--- src/rtl/grf_pkg.sv ---
// Shared GRF constants: default widths and scoreboard counter limits,
// also used by the hazard and forwarding units.
package grf_pkg;

  localparam int unsigned GRF_DATA_W  = 32;
  localparam int unsigned GRF_ADDR_W  = 5;
  localparam int unsigned GRF_PEND_W  = 2;
  localparam int unsigned GRF_CNT_MAX = (32'd1 << GRF_PEND_W) - 32'd1;

  // Largest outstanding-write count a PEND_W-bit counter can hold.
  function automatic int unsigned pend_max(input int unsigned pend_w);
    return (32'd1 << pend_w) - 32'd1;
  endfunction

endpackage

--- src/rtl/grf_scoreboard.sv ---
// Per-register pending-write counters: retire on writeback, count up on issue,
// and report read-port busy and issue stall.
module grf_scoreboard
  import grf_pkg::*;
#(
  parameter int unsigned ADDR_W   = GRF_ADDR_W,
  parameter int unsigned NUM_RD   = 2,
  parameter int unsigned NUM_WR   = 2,
  parameter int unsigned PEND_W   = GRF_PEND_W,
  parameter bit          ZERO_REG = 1'b1
) (
  input  logic                       clk,
  input  logic                       reset,
  input  logic [NUM_WR-1:0]          wr_eff,
  input  logic [NUM_WR*ADDR_W-1:0]   wr_addr,
  input  logic                       iss_en,
  input  logic [ADDR_W-1:0]          iss_addr,
  input  logic [NUM_RD*ADDR_W-1:0]   rd_addr,
  output logic [NUM_RD-1:0]          rd_busy,
  output logic                       iss_stall
);

  localparam int unsigned       DEPTH   = 32'd1 << ADDR_W;
  localparam logic [PEND_W-1:0] CNT_MAX = PEND_W'(pend_max(PEND_W));

  logic [PEND_W-1:0] cnt_q [DEPTH];
  logic [PEND_W-1:0] cnt_d [DEPTH];
  logic [PEND_W-1:0] post  [DEPTH];
  logic              inc;

  // Retire this cycle's writebacks, saturating at zero for untracked writes.
  always_comb begin
    for (int r = 0; r < DEPTH; r++) begin
      post[r] = cnt_q[r];
      for (int j = 0; j < NUM_WR; j++) begin
        if (wr_eff[j] && (wr_addr[j*ADDR_W +: ADDR_W] == ADDR_W'(r)) && (post[r] != '0)) begin
          post[r] = post[r] - PEND_W'(1);
        end
      end
    end
  end

  always_comb begin
    iss_stall = 1'b0;
    inc       = 1'b0;
    rd_busy   = '0;
    iss_stall = !reset && iss_en && (post[iss_addr] == CNT_MAX);
    inc       = !reset && iss_en && !iss_stall && !(ZERO_REG && (iss_addr == '0));
    for (int r = 0; r < DEPTH; r++) begin
      cnt_d[r] = post[r];
      if (inc && (iss_addr == ADDR_W'(r))) begin
        cnt_d[r] = post[r] + PEND_W'(1);
      end
    end
    for (int i = 0; i < NUM_RD; i++) begin
      rd_busy[i] = !reset
                && (post[rd_addr[i*ADDR_W +: ADDR_W]] != '0)
                && !(ZERO_REG && (rd_addr[i*ADDR_W +: ADDR_W] == '0));
    end
  end

  always_ff @(posedge clk) begin
    if (reset) begin
      for (int r = 0; r < DEPTH; r++) cnt_q[r] <= '0;
    end else begin
      for (int r = 0; r < DEPTH; r++) cnt_q[r] <= cnt_d[r];
    end
  end

endmodule

--- src/rtl/grf_mp.sv ---
// Multi-port general register file with same-cycle write-to-read bypass
// and a pending-write scoreboard for RAW stall detection.
module grf_mp
  import grf_pkg::*;
#(
  parameter int unsigned DATA_W   = GRF_DATA_W,
  parameter int unsigned ADDR_W   = GRF_ADDR_W,
  parameter int unsigned NUM_RD   = 2,
  parameter int unsigned NUM_WR   = 2,
  parameter int unsigned PEND_W   = GRF_PEND_W,
  parameter bit          ZERO_REG = 1'b1
) (
  input  logic                       clk,
  input  logic                       reset,
  input  logic [NUM_RD*ADDR_W-1:0]   rd_addr,
  output logic [NUM_RD*DATA_W-1:0]   rd_data,
  output logic [NUM_RD-1:0]          rd_busy,
  input  logic [NUM_WR-1:0]          wr_en,
  input  logic [NUM_WR*ADDR_W-1:0]   wr_addr,
  input  logic [NUM_WR*DATA_W-1:0]   wr_data,
  input  logic                       iss_en,
  input  logic [ADDR_W-1:0]          iss_addr,
  output logic                       iss_stall
);

  localparam int unsigned DEPTH = 32'd1 << ADDR_W;

  logic [NUM_WR-1:0] wr_eff;
  logic [DATA_W-1:0] mem_q [DEPTH];
  logic [DATA_W-1:0] mem_d [DEPTH];

  always_comb begin
    wr_eff = '0;
    for (int j = 0; j < NUM_WR; j++) begin
      wr_eff[j] = wr_en[j] && !(ZERO_REG && (wr_addr[j*ADDR_W +: ADDR_W] == '0));
    end
  end

  // Later ports overwrite earlier ones, so the highest-index writer wins.
  always_comb begin
    for (int r = 0; r < DEPTH; r++) mem_d[r] = mem_q[r];
    for (int j = 0; j < NUM_WR; j++) begin
      if (wr_eff[j]) begin
        mem_d[wr_addr[j*ADDR_W +: ADDR_W]] = wr_data[j*DATA_W +: DATA_W];
      end
    end
  end

  always_ff @(posedge clk) begin
    if (reset) begin
      for (int r = 0; r < DEPTH; r++) mem_q[r] <= '0;
    end else begin
      for (int r = 0; r < DEPTH; r++) mem_q[r] <= mem_d[r];
    end
  end

  // Read mux: array, then bypass from the highest matching writer, then zero register.
  always_comb begin
    rd_data = '0;
    for (int i = 0; i < NUM_RD; i++) begin
      rd_data[i*DATA_W +: DATA_W] = mem_q[rd_addr[i*ADDR_W +: ADDR_W]];
      for (int j = 0; j < NUM_WR; j++) begin
        if (!reset && wr_eff[j]
            && (wr_addr[j*ADDR_W +: ADDR_W] == rd_addr[i*ADDR_W +: ADDR_W])) begin
          rd_data[i*DATA_W +: DATA_W] = wr_data[j*DATA_W +: DATA_W];
        end
      end
      if (ZERO_REG && (rd_addr[i*ADDR_W +: ADDR_W] == '0)) begin
        rd_data[i*DATA_W +: DATA_W] = '0;
      end
    end
  end

  grf_scoreboard #(
    .ADDR_W   (ADDR_W),
    .NUM_RD   (NUM_RD),
    .NUM_WR   (NUM_WR),
    .PEND_W   (PEND_W),
    .ZERO_REG (ZERO_REG)
  ) u_scoreboard (
    .clk       (clk),
    .reset     (reset),
    .wr_eff    (wr_eff),
    .wr_addr   (wr_addr),
    .iss_en    (iss_en),
    .iss_addr  (iss_addr),
    .rd_addr   (rd_addr),
    .rd_busy   (rd_busy),
    .iss_stall (iss_stall)
  );

endmodule

--- config.mk ---
export PLATFORM = sky130hd
export DESIGN_NAME = grf_mp
export DESIGN_NICKNAME = d
export VERILOG_FILES = /design/src/rtl/grf_pkg.sv /design/src/rtl/grf_scoreboard.sv /design/src/rtl/grf_mp.sv
export SDC_FILE = /design/constraint.sdc
export NUM_CORES = 2
export LEC_CHECK = 0
export BUFFER_PORTS_ARGS = -buffer_cell sky130_fd_sc_hd__buf_2
export CAP_MARGIN = 40
export CORE_MARGIN = 2
export CORE_UTILIZATION = 35
export CTS_CLUSTER_SIZE = 24
export DETAILED_ROUTE_END_ITERATION = 8
export HOLD_SLACK_MARGIN = 0.12
export PLACE_DENSITY = 0.54
export SYNTH_ARGS = -nofsm -noshare
export SYNTH_HDL_FRONTEND = slang
export SYNTH_SLANG_ARGS = --single-unit
--- constraint.sdc ---
create_clock -name clk -period 4.2 [get_ports clk]
set_input_delay 0.42 -clock clk [delete_from_list [all_inputs] [get_ports clk]]
set_output_delay 0.42 -clock clk [all_outputs]
set_load 0.005 [all_outputs]
Word-level counts from Yosys, hierarchy flattened
Memory sizes are Yosys's and may differ from the RTL's.
Index checks and enable logic that the tools add are counted.
Operators by class
  $add $sub $neg: 96
  order comparisons: 7
  eq/ne operators: 98
  multiplexer cells: 186
  bitwise operators: 69
  reduce and logical (&&, ||, !) cells: 256
Operators with widths (count)
  $bwmux 1024: 2
  $mux 1024: 2
  $mux 32: 40
  $demux 32 s5: 2
  $mux 2: 134
  $eq 5x5->1 const B: 48
  $logic_and 1x1->1: 178
  $reduce_bool 2->1: 66
  $sub 2x1->2 const B: 64
  $eq 5x4->1 const B: 24
  $add 2x1->2 const B: 32
  $or 1x1->1: 64
  $eq 5x3->1 const B: 12
  $bmux 2 s5: 3
  $eq 5x2->1 const B: 6
  $ge 6x6->1 const B: 5
  $not 5->6: 5
  $logic_not 5->1: 5
  $eq 5x5->1: 4
  $eq 5x1->1 const B: 3
  $lt 6x1->1 const B: 2
  $logic_not 1->1: 7
  $mux 1: 3
  $eq 2x2->1 const B: 1
Storage, ports and cells
  register bits: 0
  RAM bits: 1088
  bits of input ports: 94
  output and inout port bits: 67
  memories: 2
Memories
  mem_q: words 32, width 32, rd ports 34, clocked after memory_dff 0, wr ports 32, RTL line grf_mp.sv:29  | logic [DATA_W-1:0] mem_q [DEPTH];
  u_scoreboard.cnt_q: words 32, width 2, rd ports 32, clocked after memory_dff 0, wr ports 32, RTL line grf_scoreboard.sv:26  | logic [PEND_W-1:0] cnt_q [DEPTH];

Logic depth before layout (Yosys ltp)
  depth after elaboration: 20
  mapped depth: 15
  mapped depth without buffers: 12

By module
Synthesis repeated with hierarchy kept, for this count alone.
Unflattened totals
  cell total of the unflattened synthesis: 7823
  area total of the unflattened synthesis: 71652.5 um^2
By module, submodules not included
  grf_mp: times used 1, cells an instance 6723, area an instance 63646.0 um^2, sequential area each 20499.7 um^2
  grf_scoreboard: times used 1, cells an instance 1100, area an instance 8006.4 um^2, sequential area each 1281.2 um^2

Worst setup path after synthesis
No wires, ideal clock.
  path type: input-to-output
  from: input rd_addr[5]
  to: output rd_data[34]
  arrival time: 3.335 ns
  required time: 3.780 ns
  setup slack: 0.445 ns
  cell stages on the path: 13
  buffers on the path: 5
  path through: clkbuf_1 > buf_2 > buf_1 > clkbuf_1 > xnor2_1 > nand4_1 > nor3_1 > clkbuf_1 > nor2_1 > a21oi_1 > nor2_1 > a21oi_1 > nor2_1
On the way
  longest elaborated chain between the ends: 5
  elaborated cells between the ends (all ways): 9
  those cells by class: eq/ne: 2; mux: 3; reduce/logical: 3; memory: 1
Ends and longest elaborated chain
  from (decl): RTL line grf_mp.sv:15  | input logic [NUM_RD*ADDR_W-1:0] rd_addr,
  parallel branches: the longest is 4 deep, another holds $mem_v2 32x32
  $mux 32 *: RTL line grf_mp.sv:68  | if (ZERO_REG && (rd_addr[i*ADDR_W +: ADDR_W] == '0)) begin
  to (decl): RTL line grf_mp.sv:16  | output logic [NUM_RD*DATA_W-1:0] rd_data,
Every way passes the cells marked *.

==> flow_metrics.env <==
export IMPL_ys_ff_latch=1088
export IMPL_antenna_found_initial=23
export IMPL_yosys_mux_area_fraction=0.277
export IMPL_synth_seq_area_share=0.311
export IMPL_reg2reg_depth=13
export IMPL_r2r_end="u_scoreboard.cnt_q[8][2]"
export IMPL_layout_common_cells="nor2_1, dfxtp_1, nand2_1"
export IMPL_final_cells=10197
export IMPL_crit_path_end_kind="output port"
export IMPL_clk_latency_ps=830
export IMPL_skew_ps=21.1
export IMPL_postRouteAntennaNets=0
export IMPL_tightest_slew_ps=1180
export IMPL_slew_headroom=0.211
export IMPL_dieArea_mm2=0.204
export IMPL_worst_hold_slack_ps=152
export IMPL_syn_avg_cell_area_um2=9.03
export IMPL_r2r_start="u_scoreboard.cnt_q[11][2]"
export IMPL_layout_min_cycle_time_ps=4130
export IMPL_cts_htree_levels=4
export IMPL_rsz0062_at_grt="yes"
export IMPL_max_cap_violations=0
export IMPL_hold_path_class="in2reg"
export IMPL_finalSetupViolCount=0
export IMPL_final_common_cell="nor2_1"
export IMPL_power_density_mw_per_mm2=328
export IMPL_synth_top_area_share=0.311
export IMPL_cp_required_ps=3780
export IMPL_die_y_um=451
export IMPL_port_buffers=160
export IMPL_violations="design-rule violations"
export IMPL_yosys_area_share_simple=0.167
export IMPL_whs_path_depth=4
export IMPL_synth_fa_ha_area_frac=0.00554
export IMPL_crit_fanout=9
export IMPL_drt_first_pass_iters=9
export IMPL_ys_flop_type="dfxtp_1"
export IMPL_crit_type="reg2out"
export IMPL_holdPathEnd="mem_q[15][15]"
export IMPL_grt_max_degree=197
export IMPL_overflow=0
export IMPL_num_rows=164
export IMPL_postSynthCellCount=7747
export IMPL_layout_nets=7551
export IMPL_die_w_um=451
export IMPL_clk_pin_slew_worst_paths_ps=70
export IMPL_grt_pass1_wl_um=478000
export IMPL_drv_slew=0
export IMPL_yosys_warnings=0
export IMPL_dr_total_vias=68812
export IMPL_synthTopCellsByArea="dfxtp_1, mux4_2, nor2_1"
export IMPL_synth_compound_area_share=0.174
export IMPL_drc_errors=2
export IMPL_clock_path_buffers=3
export IMPL_hold_start="wr_data[15]"
export IMPL_drt_total_wl_um=336000
export IMPL_synth_top_family_by_area="multiplexers"
export IMPL_dpl_hpwl_um=201000
export IMPL_crit_path_start="u_scoreboard.cnt_q[9][2]"
export IMPL_area_delta_synth_final_pct=14.3
export IMPL_status="finished with violations"
export IMPL_ios=161
export IMPL_fillers=19155
export IMPL_worstSetupStartpointType="flop"
export IMPL_drt_iter0_drc=9854
export IMPL_arrival_ps=3710
export IMPL_fin_crit_sh=0.983
export IMPL_synth_edf_count=0
export IMPL_async_flop_share=0
export IMPL_synth_fp_nets=7872
export IMPL_post_place_cells=9936
export IMPL_synth_top_area_cell="dfxtp_1"
export IMPL_cts_tree="done"
export IMPL_r2r_setup_slack_ps=570
export IMPL_coreArea_mm2=0.199
export IMPL_globalplace_congestion=0.955
export IMPL_start_util=0.351
export IMPL_grt_pass1_vias=64951
export IMPL_wl_per_cell_um=33.0
export IMPL_via_per_inst=6.75
export IMPL_clock_sinks=1088
export IMPL_clockRootBuffer="clkbuf_16"
export IMPL_cts_buffers=135
export IMPL_hold_violations=0
export IMPL_irDropWorstVdd_v=0.000278
export IMPL_synth_cell_types=97
export IMPL_power_leakage_nw=27.3
export IMPL_grt_total_usage=0.319
export IMPL_syn_area_mm2=0.0700
export IMPL_synth_xor_area_share=0.00538
export IMPL_drive_gt1_frac=0.212
export IMPL_fmax_mhz=242
==> logic make-up (layout without fill, tap and decap cells) <==
group	count (synthesis)	after routing
XOR/XNOR	43	43
buffers and inverters	1099	882
other	0	11
multiplexers	1116	1116
adder cells (fa/ha/maj)	31	31
flip-flops	1088	1088
AO/OA/AOI/OAI	1648	1648
AND/OR/NAND/NOR	2722	2722
==> worst max path at each step <==
| stage | to |
|---|---|
| CTS | iss_stall |
| detailed placement | u_scoreboard.cnt_q[8][2] |
| finish | rd_busy[0] |
| global route | rd_busy[0] |
| global placement | iss_stall |
| floorplan | rd_data[34] |
==> worst max-delay path, stage by stage (launching register included) <==
cell and delay, ps:
dfxtp_2 360, inv_1 90, ha_1 200, or3_4 430
nor3_1 180, a31oi_1 90, mux4_2 470, nor2b_1 170
a211o_1 320, a32oi_2 240, buf_4 140, nor2_1 40
buf_2 140
==> per-layer routing <==
metal / wire length, um / share of wire / global-route usage / vias to the layer above
met2: 146000 / 0.43 / 0.482 / 4910
met5: 53 / 0.00016 / 0 / -
met3: 39600 / 0.12 / 0.0770 / 1250
li1: - / - / - / 28535
met4: 25200 / 0.075 / 0.203 / 10
met1: 126000 / 0.37 / 0.409 / 34107
==> area by class of cell <==
type                            count  area [um2]  area share
Antenna cell                       11        27.5    0.000344
Clock buffer                      205        4150      0.0519
Clock inverter                     36         440     0.00551
Inverter                           72         275     0.00344
Multi-Input combinational cell   5560       44800       0.560
Sequential cell                  1088       21800       0.273
Tap cell                         2656        3320      0.0416
Timing Repair Buffer              569        5160      0.0645
==> sequential cells by signal, indices dropped and copies added, names as in the netlist <==
signal / flops
u_scoreboard.cnt_q: 64
mem_q: 1024
==> synthesized netlist by cell type, types with 72 or more instances <==
master and count:
mux2i_1 456, a21oi_1 212, o21ai_0 173, nand3_1 433, nand2_1 737, inv_1 72, mux4_2 655, a311oi_1 543
a211oi_1 521, buf_1 139, dfxtp_1 1088, clkbuf_1 846, nor2_1 1269
==> report_power, final <==
group / switching (mW) / total, mW / internal, mW
clock: 5.11 / 12.4 / 7.31
combinational: 2.13 / 3.16 / 1.03
sequential: 0.138 / 10.6 / 10.5
total: 7.38 / 26.2 / 18.9
==> what timing repair did <==
item,4_1_cts,5_1_grt
endpoints found under the hold margin,58,0
pin swaps,2,6
buffers inserted,0,1
endpoints found under the setup margin,3,3
resized for setup,10,41
hold buffers,8,0
==> metrics by stage <==
stage | total power, mW | setup TNS [ps] | setup slack (ps) | utilization | cell area (um2)
2_1_floorplan | 12.7 | 0 | 445 | - | 70000
3_3_place_gp | 13.9 | 0 | 214 | 0.373 | 74300
3_5_place_dp | 13.9 | 0 | 44.9 | 0.376 | 75000
4_1_cts | 26.2 | 0 | 7.03 | 0.400 | 79700
5_1_grt | 26.8 | -54.1 | -40.0 | 0.401 | 79900
6_report | 26.2 | 0 | 70.7 | 0.401 | 80000
(Power assumes the default switching activity.)
